`src/rtl/mc_pkg.sv`:
```
// Shared opcode and FSM state definitions for the multicycle controller.
package mc_pkg;

   typedef enum logic [1:0] {
      OP_ADD = 2'b00,
      OP_LW  = 2'b01,
      OP_SW  = 2'b10,
      OP_J   = 2'b11
   } opcode_t;

   typedef enum logic [2:0] {
      IDLE   = 3'd0,
      FETCH  = 3'd1,
      DECODE = 3'd2,
      EXEC   = 3'd3,
      MEM    = 3'd4,
      WB     = 3'd5,
      HALT   = 3'd6
   } state_t;

   // A jump by -1 lands on its own address (pc has already been incremented).
   localparam logic [1:0] IMM_SELF = 2'b11;

   function automatic logic [7:0] sext2(input logic [1:0] v);
      return {{6{v[1]}}, v};
   endfunction

endpackage

```
`src/rtl/mc_if.sv`:
```
// Controller <-> datapath/instruction-memory bundle; master is the environment, slave the controller.
// The retired port exists only when MC_RETIRE_CNT_EN is defined.
interface mc_if;
   logic       run;
   logic [7:0] instruction;
   logic [7:0] pc;
   logic [1:0] rs_addr;
   logic [1:0] rt_addr;
   logic [1:0] wr_addr;
   logic [7:0] imm;
   logic       reg_write;
   logic       mem_read;
   logic       mem_write;
   logic       alu_src;
   logic       mem_to_reg;
   logic [2:0] state;
   logic       halted;
`ifdef MC_RETIRE_CNT_EN
   logic [15:0] retired;
`endif

   modport master (
      output run, instruction,
      input  pc, rs_addr, rt_addr, wr_addr, imm,
      input  reg_write, mem_read, mem_write, alu_src, mem_to_reg,
`ifdef MC_RETIRE_CNT_EN
      input  retired,
`endif
      input  state, halted
   );

   modport slave (
      input  run, instruction,
      output pc, rs_addr, rt_addr, wr_addr, imm,
      output reg_write, mem_read, mem_write, alu_src, mem_to_reg,
`ifdef MC_RETIRE_CNT_EN
      output retired,
`endif
      output state, halted
   );
endinterface

```
`src/rtl/mc_decode.sv`:
```
// Combinational IR decode: register selects, sign-extended immediate, opcode class, self-jump detect.
// Zero latency; no flow control.
module mc_decode
   import mc_pkg::*;
(
   input  logic [7:0] ir,
   output opcode_t    op,
   output logic [1:0] rs_addr,
   output logic [1:0] rt_addr,
   output logic [1:0] wr_addr,
   output logic [7:0] imm,
   output logic       is_halt
);

   assign op      = opcode_t'(ir[7:6]);
   assign rs_addr = ir[5:4];
   assign rt_addr = ir[3:2];
   // lw writes its rt field; every other format names rd in the low bits.
   assign wr_addr = (op == OP_LW) ? ir[3:2] : ir[1:0];
   assign imm     = sext2(ir[1:0]);
   assign is_halt = (op == OP_J) && (ir[1:0] == IMM_SELF);

endmodule

```
`src/rtl/mc_controller.sv`:
```
// Multicycle controller: 3-5 cycles per instruction (add 4, lw 5, sw 4, j 3); run is a level enable sampled only
// at instruction boundaries, a self-jump parks in HALT until reset. MC_RETIRE_CNT_EN adds a retired counter.
module mc_controller
   import mc_pkg::*;
#(
   parameter logic [7:0] RESET_PC = 8'h00
)
(
   input  logic clk,
   input  logic reset,
   mc_if.slave  bus
);

   state_t     st;
   logic [7:0] pc_q;
   logic [7:0] ir;
   logic       halt_pend;
   logic       halted_q;
   logic       reg_write_q;
   logic       mem_read_q;
   logic       mem_write_q;
   logic       alu_src_q;
   logic       mem_to_reg_q;

   opcode_t    op;
   logic [7:0] imm;
   logic       is_halt;
   state_t     done_st;

   mc_decode u_decode (
      .ir      (ir),
      .op      (op),
      .rs_addr (bus.rs_addr),
      .rt_addr (bus.rt_addr),
      .wr_addr (bus.wr_addr),
      .imm     (imm),
      .is_halt (is_halt)
   );

   assign done_st = bus.run ? FETCH : IDLE;

   // Controls are registered on entry to the state in which they are valid.
   always_ff @(posedge clk or posedge reset) begin
      if (reset) begin
         st           <= IDLE;
         pc_q         <= RESET_PC;
         ir           <= 8'h00;
         halt_pend    <= 1'b0;
         halted_q     <= 1'b0;
         reg_write_q  <= 1'b0;
         mem_read_q   <= 1'b0;
         mem_write_q  <= 1'b0;
         alu_src_q    <= 1'b0;
         mem_to_reg_q <= 1'b0;
      end else begin
         reg_write_q  <= 1'b0;
         mem_read_q   <= 1'b0;
         mem_write_q  <= 1'b0;
         alu_src_q    <= 1'b0;
         mem_to_reg_q <= 1'b0;
         unique case (st)
            IDLE: begin
               if (bus.run) st <= FETCH;
            end
            FETCH: begin
               ir   <= bus.instruction;
               pc_q <= pc_q + 8'd1;
               st   <= DECODE;
            end
            DECODE: begin
               halt_pend <= is_halt;
               alu_src_q <= (op == OP_LW) || (op == OP_SW);
               st        <= EXEC;
            end
            EXEC: begin
               unique case (op)
                  OP_ADD: begin
                     reg_write_q <= 1'b1;
                     st          <= WB;
                  end
                  OP_LW: begin
                     mem_read_q <= 1'b1;
                     alu_src_q  <= 1'b1;
                     st         <= MEM;
                  end
                  OP_SW: begin
                     mem_write_q <= 1'b1;
                     alu_src_q   <= 1'b1;
                     st          <= MEM;
                  end
                  OP_J: begin
                     pc_q     <= pc_q + imm;
                     halted_q <= halt_pend;
                     st       <= halt_pend ? HALT : done_st;
                  end
               endcase
            end
            MEM: begin
               if (op == OP_LW) begin
                  reg_write_q  <= 1'b1;
                  mem_to_reg_q <= 1'b1;
                  alu_src_q    <= 1'b1;
                  st           <= WB;
               end else begin
                  st <= done_st;
               end
            end
            WB: begin
               st <= done_st;
            end
            default: begin
               st <= HALT;
            end
         endcase
      end
   end

   assign bus.pc         = pc_q;
   assign bus.imm        = imm;
   assign bus.reg_write  = reg_write_q;
   assign bus.mem_read   = mem_read_q;
   assign bus.mem_write  = mem_write_q;
   assign bus.alu_src    = alu_src_q;
   assign bus.mem_to_reg = mem_to_reg_q;
   assign bus.state      = st;
   assign bus.halted     = halted_q;

`ifdef MC_RETIRE_CNT_EN
   logic [15:0] retired_q;
   logic        retire;

   // An instruction retires on the edge that leaves its final state, halting jumps included.
   assign retire = (st == WB) || ((st == MEM) && (op == OP_SW)) || ((st == EXEC) && (op == OP_J));

   always_ff @(posedge clk or posedge reset) begin
      if (reset) begin
         retired_q <= 16'h0000;
      end else if (retire && (retired_q != 16'hFFFF)) begin
         retired_q <= retired_q + 16'd1;
      end
   end

   assign bus.retired = retired_q;
`endif

endmodule

```
`src/flat_wrapper.sv`:
```
// flat-port wrapper written by rule: the top's interface ports become plain ports
module mc_controller_flat import mc_pkg::*;
#(
   parameter logic [7:0] RESET_PC = 8'h00
)
  (clk, reset, bus_run, bus_instruction, bus_pc, bus_rs_addr, bus_rt_addr, bus_wr_addr, bus_imm, bus_reg_write, bus_mem_read, bus_mem_write, bus_alu_src, bus_mem_to_reg, bus_state, bus_halted);
  mc_if bus_i ();
  input  logic clk;
  input  logic reset;
  input wire logic [$bits(bus_i.run)-1:0] bus_run;
  input wire logic [$bits(bus_i.instruction)-1:0] bus_instruction;
  output wire logic [$bits(bus_i.pc)-1:0] bus_pc;
  output wire logic [$bits(bus_i.rs_addr)-1:0] bus_rs_addr;
  output wire logic [$bits(bus_i.rt_addr)-1:0] bus_rt_addr;
  output wire logic [$bits(bus_i.wr_addr)-1:0] bus_wr_addr;
  output wire logic [$bits(bus_i.imm)-1:0] bus_imm;
  output wire logic [$bits(bus_i.reg_write)-1:0] bus_reg_write;
  output wire logic [$bits(bus_i.mem_read)-1:0] bus_mem_read;
  output wire logic [$bits(bus_i.mem_write)-1:0] bus_mem_write;
  output wire logic [$bits(bus_i.alu_src)-1:0] bus_alu_src;
  output wire logic [$bits(bus_i.mem_to_reg)-1:0] bus_mem_to_reg;
  output wire logic [$bits(bus_i.state)-1:0] bus_state;
  output wire logic [$bits(bus_i.halted)-1:0] bus_halted;
  assign bus_i.run = bus_run;
  assign bus_i.instruction = bus_instruction;
  assign bus_pc = bus_i.pc;
  assign bus_rs_addr = bus_i.rs_addr;
  assign bus_rt_addr = bus_i.rt_addr;
  assign bus_wr_addr = bus_i.wr_addr;
  assign bus_imm = bus_i.imm;
  assign bus_reg_write = bus_i.reg_write;
  assign bus_mem_read = bus_i.mem_read;
  assign bus_mem_write = bus_i.mem_write;
  assign bus_alu_src = bus_i.alu_src;
  assign bus_mem_to_reg = bus_i.mem_to_reg;
  assign bus_state = bus_i.state;
  assign bus_halted = bus_i.halted;
  mc_controller #(.RESET_PC(RESET_PC)) u_core (.clk(clk), .reset(reset), .bus(bus_i));
endmodule
```
`config.mk`:
```
export PLATFORM = sky130hd
export DESIGN_NAME = mc_controller_flat
export DESIGN_NICKNAME = d
export VERILOG_FILES = /design/src/rtl/mc_pkg.sv /design/src/rtl/mc_if.sv /design/src/rtl/mc_decode.sv /design/src/rtl/mc_controller.sv /design/src/flat_wrapper.sv
export SDC_FILE = /design/constraint.sdc
export NUM_CORES = 1
export LEC_CHECK = 0
export ABC_AREA = 1
export BUFFER_PORTS_ARGS = -buffer_cell sky130_fd_sc_hd__buf_2
export CORE_MARGIN = 3
export CORE_UTILIZATION = 53
export CTS_CLUSTER_SIZE = 16
export DETAILED_ROUTE_END_ITERATION = 10
export PLACE_DENSITY_LB_ADDON = 0.25
export SKIP_CTS_REPAIR_TIMING = 1
export SYNTH_ARGS = -nofsm -noshare
export SYNTH_HDL_FRONTEND = slang
export SYNTH_SLANG_ARGS = --single-unit
```
`constraint.sdc`:
```
create_clock -name clk -period 2.1 [get_ports clk]
set_input_delay 0 -clock clk [delete_from_list [all_inputs] [get_ports clk]]
set_output_delay 0 -clock clk [all_outputs]
set_load 0.1 [all_outputs]
```
-- After elaboration in Yosys (flattened, before gate mapping)
Index checks and enable logic that the tools add are counted.
- bits in registers: 26
- word-level logic and storage cells: 49
- $add $sub $neg: 2
- multiplexer cells: 18
- reductions and logical operators: 8
- equality and inequality tests: 11
- operators with widths (cell ; count):
    $pmux 3 s6 ; 1
    $pmux 8 s2 ; 1
    $mux 3 ; 3
    $pmux 3 s3 ; 1
    $add 8x1->8 const B ; 1
    $add 8x8->8 ; 1
    $mux 1 ; 8
    $mux 8 ; 1
    $eq 2x2->1 const B ; 3
    $eq 3x2->1 const B ; 2
    $eq 3x3->1 const B ; 2
    $reduce_and 2->1 ; 2
    $eq 3x1->1 const B ; 1
    $logic_not 3->1 ; 1
    $pmux 1 s3 ; 1
    $eq 2x1->1 const B ; 1
    $logic_not 2->1 ; 1
    $mux 2 ; 1
    $ne 2x1->1 const B ; 1
    $ne 2x2->1 const B ; 1
    $pmux 1 s2 ; 1
    $reduce_bool 2->1 ; 1
    $reduce_or 2->1 ; 1
    $logic_and 1x1->1 ; 1
    $logic_or 1x1->1 ; 1

-- Depth between registers and ports, before layout
- depth in word-level cells: 4
- depth in mapped cells: 17
- mapped depth without buffers: 15

-- By module
From an unflattened synthesis, not the netlist that was laid out.
- cell total of the unflattened synthesis: 226
- area total of the unflattened synthesis: 1696.6 µm²
- modules (own cells, without submodules) (module ; times used ; area an instance (µm²) ; cells each):
    mc_controller ; 1 ; 1547.7 ; 201
    mc_decode ; 1 ; 148.9 ; 25

-- Worst setup path before layout
Ideal clock, no wire load.
- path kind: register to output
- start point: reg u_core.ir[1]
- end point: out bus_wr_addr[1]
- data required time: 2.100 ns
- cell stages (with the launch flop): 4
- arrival time: 2.781 ns
- path slack: -0.681 ns
- path buffers: 1
- cells stage by stage: dfrtp_1 > buf_6 > inv_1 > o21ai_0
- longest elaborated chain between the ends: 1
- RTL lines (what ; line ; RTL):
    start: declaration ; mc_controller.sv:16 ; logic [7:0] ir;
    start signal: assignment ; mc_controller.sv:66 ; ir <= bus.instruction;
    $mux 2 ; mc_decode.sv:19 ; assign wr_addr = (op == OP_LW) ? ir[3:2] : ir[1:0];
    end: declaration ; flat_wrapper.sv:15 ; output wire logic [$bits(bus_i.wr_addr)-1:0] bus_wr_addr;
No other way between the ends.

-- Final worst setup path
- start point: reg u_core.st[1] (netlist: u_core.bus.state[1])
- end point: reg u_core.pc_q[4] (netlist: u_core.bus.pc[4])
- longest elaborated chain between the ends: 3
- elaborated cells between the ends (all ways): 6
- those cells by class: 3 x eq/ne; 1 x mux; 2 x reduce/logical
- RTL lines (what ; line ; RTL):
    start: declaration ; mc_controller.sv:14 ; state_t st;
    start signal: assignment ; mc_controller.sv:94 ; st <= halt_pend ? HALT : done_st;
    start signal: assignment ; mc_controller.sv:105 ; st <= done_st;
    start signal: assignment ; mc_controller.sv:109 ; st <= done_st;
    $eq 3x2->1 / $eq 3x1->1 (equally long branches) ; mc_controller.sv:61 ; unique case (st)
    $ne 2x1->1 (no source line) / $reduce_bool 2->1 (equally long branches) ; - ;
    $reduce_and 2->1 (no source line) ; - ;
    end signal: assignment ; mc_controller.sv:67 ; pc_q <= pc_q + 8'd1;
    end signal: assignment ; mc_controller.sv:92 ; pc_q <= pc_q + imm;
    end: declaration ; mc_controller.sv:15 ; logic [7:0] pc_q;
Parallel ways exist; a longest one is shown, timed or not.
A chain may end at the register's enable or synchronous reset.

==> results.py <==
metrics = {
    "clock_tree": {
        "insertion_delay_ns": 0.32,
        "clk_pin_slew_worst_paths_ns": 0.15,
        "clockBufferDepth": 2,
        "cts_sinks": 26,
        "clockRootBuffer": "clkbuf_4",
        "cts_tree": "yes",
        "cts_max_level": 1,
        "cts_buffers": 3,
    },
    "worst_setup_path": {
        "r2r_start": "u_core.bus.state[1]",
        "cpPeakStageDelay_ns": 0.52,
        "cp-startpoint": "u_core.bus.state[1]",
        "cp_cell_sequence": "nand2_4 -> nor2_4 -> nand2_1 -> ha_1 -> ha_1 -> inv_1 -> nand2_2 -> nand2_2 -> nor2_2 -> nor2_1 -> nand2_1 -> nand3_1 -> o21ai_1",
        "criticalPathCategory": "reg2reg",
        "slowest_stage": "dfrtp_4",
        "worstSetupEndpointType": "flop",
        "cp_max_fo": 9,
        "cp.required_ns": 2.33,
        "worstPathArrival_ns": 2.11,
        "worstSetupStartpointType": "flop",
    },
    "drt": {
        "drtPass1Iterations": 4,
        "final_antenna_net_count": 0,
        "vias": 1445,
        "drc": 0,
        "drt_wl_total_um": 3640,
        "wire_per_inst_um": 12.2,
        "vias_per_cell": 4.85,
        "drt_iter0_drc": 101,
    },
    "yosys": {
        "ys_ff_latch": 26,
        "ys_warn_count": 0,
        "synth-seq-area-share_pct": 38.3,
        "avgSynthCellArea_sq_um": 8.00,
        "postSynthCellCount": 212,
        "syn-cell-area_sq_um": 1700,
        "synth.distinct_cells": 33,
        "syn_nets": 229,
    },
    "place": {
        "place_hpwl_um": 2610,
        "port_buffers": 41,
        "gp_congestion": 0.812,
    },
    "sta": {
        "relSlewSlack_pct": 60.7,
        "finalCriticalPeriod_ns": 1.88,
        "skew_ns": 0.00250,
        "maxSlewViolCount": 0,
        "hold_viol": 0,
        "clock.fmax_mhz": 533,
        "finalSetupTns_ns": 0,
        "final-setup-viol-count": 0,
        "fin_crit_sh_pct": 89.4,
        "tightest_slew_ns": 0.589,
        "rsz0062_at_grt": "false",
    },
    "global_route": {
        "grtUsageTotal_pct": 18.8,
        "grt_pass1_wl_um": 6130,
        "antenna_found_initial": 0,
        "grt_max_degree": 16,
        "grt_pass1_vias": 1338,
        "grt-ovfl-total": 0,
    },
    "cells_and_area": {
        "n_fill_cell": 238,
        "drive_above_1_share_pct": 31.3,
        "fin_nets": 274,
        "insertedDiodeCount": 0,
        "synthToLayoutAreaGrowth_pct": 18.6,
    },
    "die": {
        "dieWidth_um": 62.6,
        "io_pins": 42,
        "num_rows": 19,
        "coreArea_sq_um": 2900,
        "die_area_sq_um": 3920,
        "start_util_pct": 58.5,
        "die_h_um": 62.6,
    },
    "min_path": {
        "hp-class": "in2async",
    },
    "run_status": {
        "outcome": "complete, no violations",
    },
    "job": {
        "maxCapViolCount": 0,
    },
}
## per-layer routing
layer,global-route usage [%],share of wire (%)
met4,4.13,0.69
met3,3.60,9.0
met1,28.3,46
met5,0,0
met2,27.8,45
## cell type report
type / instances / area [sq um] / share of cell area [%]
Clock inverter: 1 / 30.0 / 1.49
Timing Repair Buffer: 57 / 350 / 17.4
Clock buffer: 3 / 22.5 / 1.12
Multi-Input combinational cell: 136 / 768 / 38.2
Tap cell: 42 / 52.6 / 2.61
Sequential cell: 26 / 659 / 32.8
Inverter: 33 / 129 / 6.41
## worst max-delay path: cells and delay by family (launching register included)
kind                       cells  cell delay [ns]
and+or+nand+nor                9             0.77
DFF                            1             0.52
adders and majority gates      2             0.38
buffers and inverters          1             0.06
AOI/OAI and AO/OA              1             0.06
## layout by cell type (no fill, tap or decap), types with 2 or more instances in the layout
cell type | netlist | layout
nand2_2 | 6 | 6
clkbuf_4 | 0 | 3
inv_2 | 4 | 4
a41oi_1 | 2 | 2
xor2_1 | 2 | 2
buf_4 | 12 | 6
a21oi_1 | 2 | 2
o21ai_0 | 16 | 14
nand3_2 | 3 | 3
nand2_1 | 61 | 61
nand3_1 | 7 | 7
inv_1 | 28 | 28
nand2_4 | 2 | 2
dfrtp_4 | 0 | 2
nor2_2 | 2 | 2
dlygate4sd3_1 | 0 | 10
dfrtp_1 | 26 | 23
nand3_4 | 2 | 2
ha_1 | 6 | 6
o21ai_1 | 2 | 4
nor2_4 | 2 | 2
nor2_1 | 11 | 11
buf_2 | 1 | 41
## cells in the mapped netlist
| cell type | n | area (sq um) |
|---|---|---|
| nor4_1 | 1 | 6.26 |
| o21ai_0 | 16 | 80.1 |
| nor2_1 | 11 | 41.3 |
| inv_6 | 1 | 8.76 |
| o211ai_1 | 1 | 7.51 |
| ha_1 | 6 | 75.1 |
| o22ai_1 | 1 | 6.26 |
| nand4_4 | 1 | 21.3 |
| a21oi_1 | 2 | 10.0 |
| buf_4 | 12 | 90.1 |
| nand3b_1 | 1 | 7.51 |
| buf_2 | 1 | 5.00 |
| buf_6 | 3 | 33.8 |
| inv_2 | 4 | 15.0 |
| nand3_4 | 2 | 35.0 |
| nand2_2 | 6 | 37.5 |
| nand4_1 | 1 | 6.26 |
| buf_12 | 1 | 20.0 |
| xor2_1 | 2 | 17.5 |
| nand3_1 | 7 | 35.0 |
| o21ai_1 | 2 | 10.0 |
| inv_1 | 28 | 105 |
| and2_4 | 1 | 8.76 |
| o21ai_2 | 1 | 8.76 |
| a211oi_1 | 1 | 7.51 |
| nand2_4 | 2 | 22.5 |
| nor2_2 | 2 | 12.5 |
| nand3_2 | 3 | 30.0 |
| nor4_2 | 1 | 12.5 |
| a41oi_1 | 2 | 17.5 |
| dfrtp_1 | 26 | 651 |
| nor2_4 | 2 | 22.5 |
| nand2_1 | 61 | 229 |
## per-stage QoR
stage	setup WS (ns)	cells	hold WS, ns	util, %	area [sq um]
4_1_cts	0.159	286	-0.285	65.4	1900
2_1_floorplan	0.00726	212	0.0400	-	1710
5_1_grt	0.00979	298	0.275	69.4	2010
3_5_place_dp	0.203	282	0.0822	63.6	1840
6_report	0.223	298	0.248	69.4	2010
3_3_place_gp	0.276	282	0.0867	63.6	1840
## worst paths after layout
kind                                endpoint  slack [ns]  cells past startpoint
setup / recovery            u_core.bus.pc[4]        0.22                     13
hold / removal              u_core.halt_pend        0.25                      3
setup reg to reg            u_core.bus.pc[4]        0.22                     13
hold reg to reg                 u_core.ir[5]        0.51                      2
max in group asynchronous  u_core.bus.halted        1.27                      4
min in group clk                u_core.ir[2]        0.39                      4
## kinds of logic after synthesis
logic type	Yosys count	share of synthesized area, %
and+or+nand+nor	102	31.1
buffers and inverters	50	16.4
AOI/OAI and AO/OA	26	8.70
DFF	26	38.3
adders and majority gates	6	4.42
xor gates and xnor gates	2	1.03
Power is left out: the tool's default activity adds up to more than one toggle a clock period on the data nets, which glitch-free logic cannot reach.
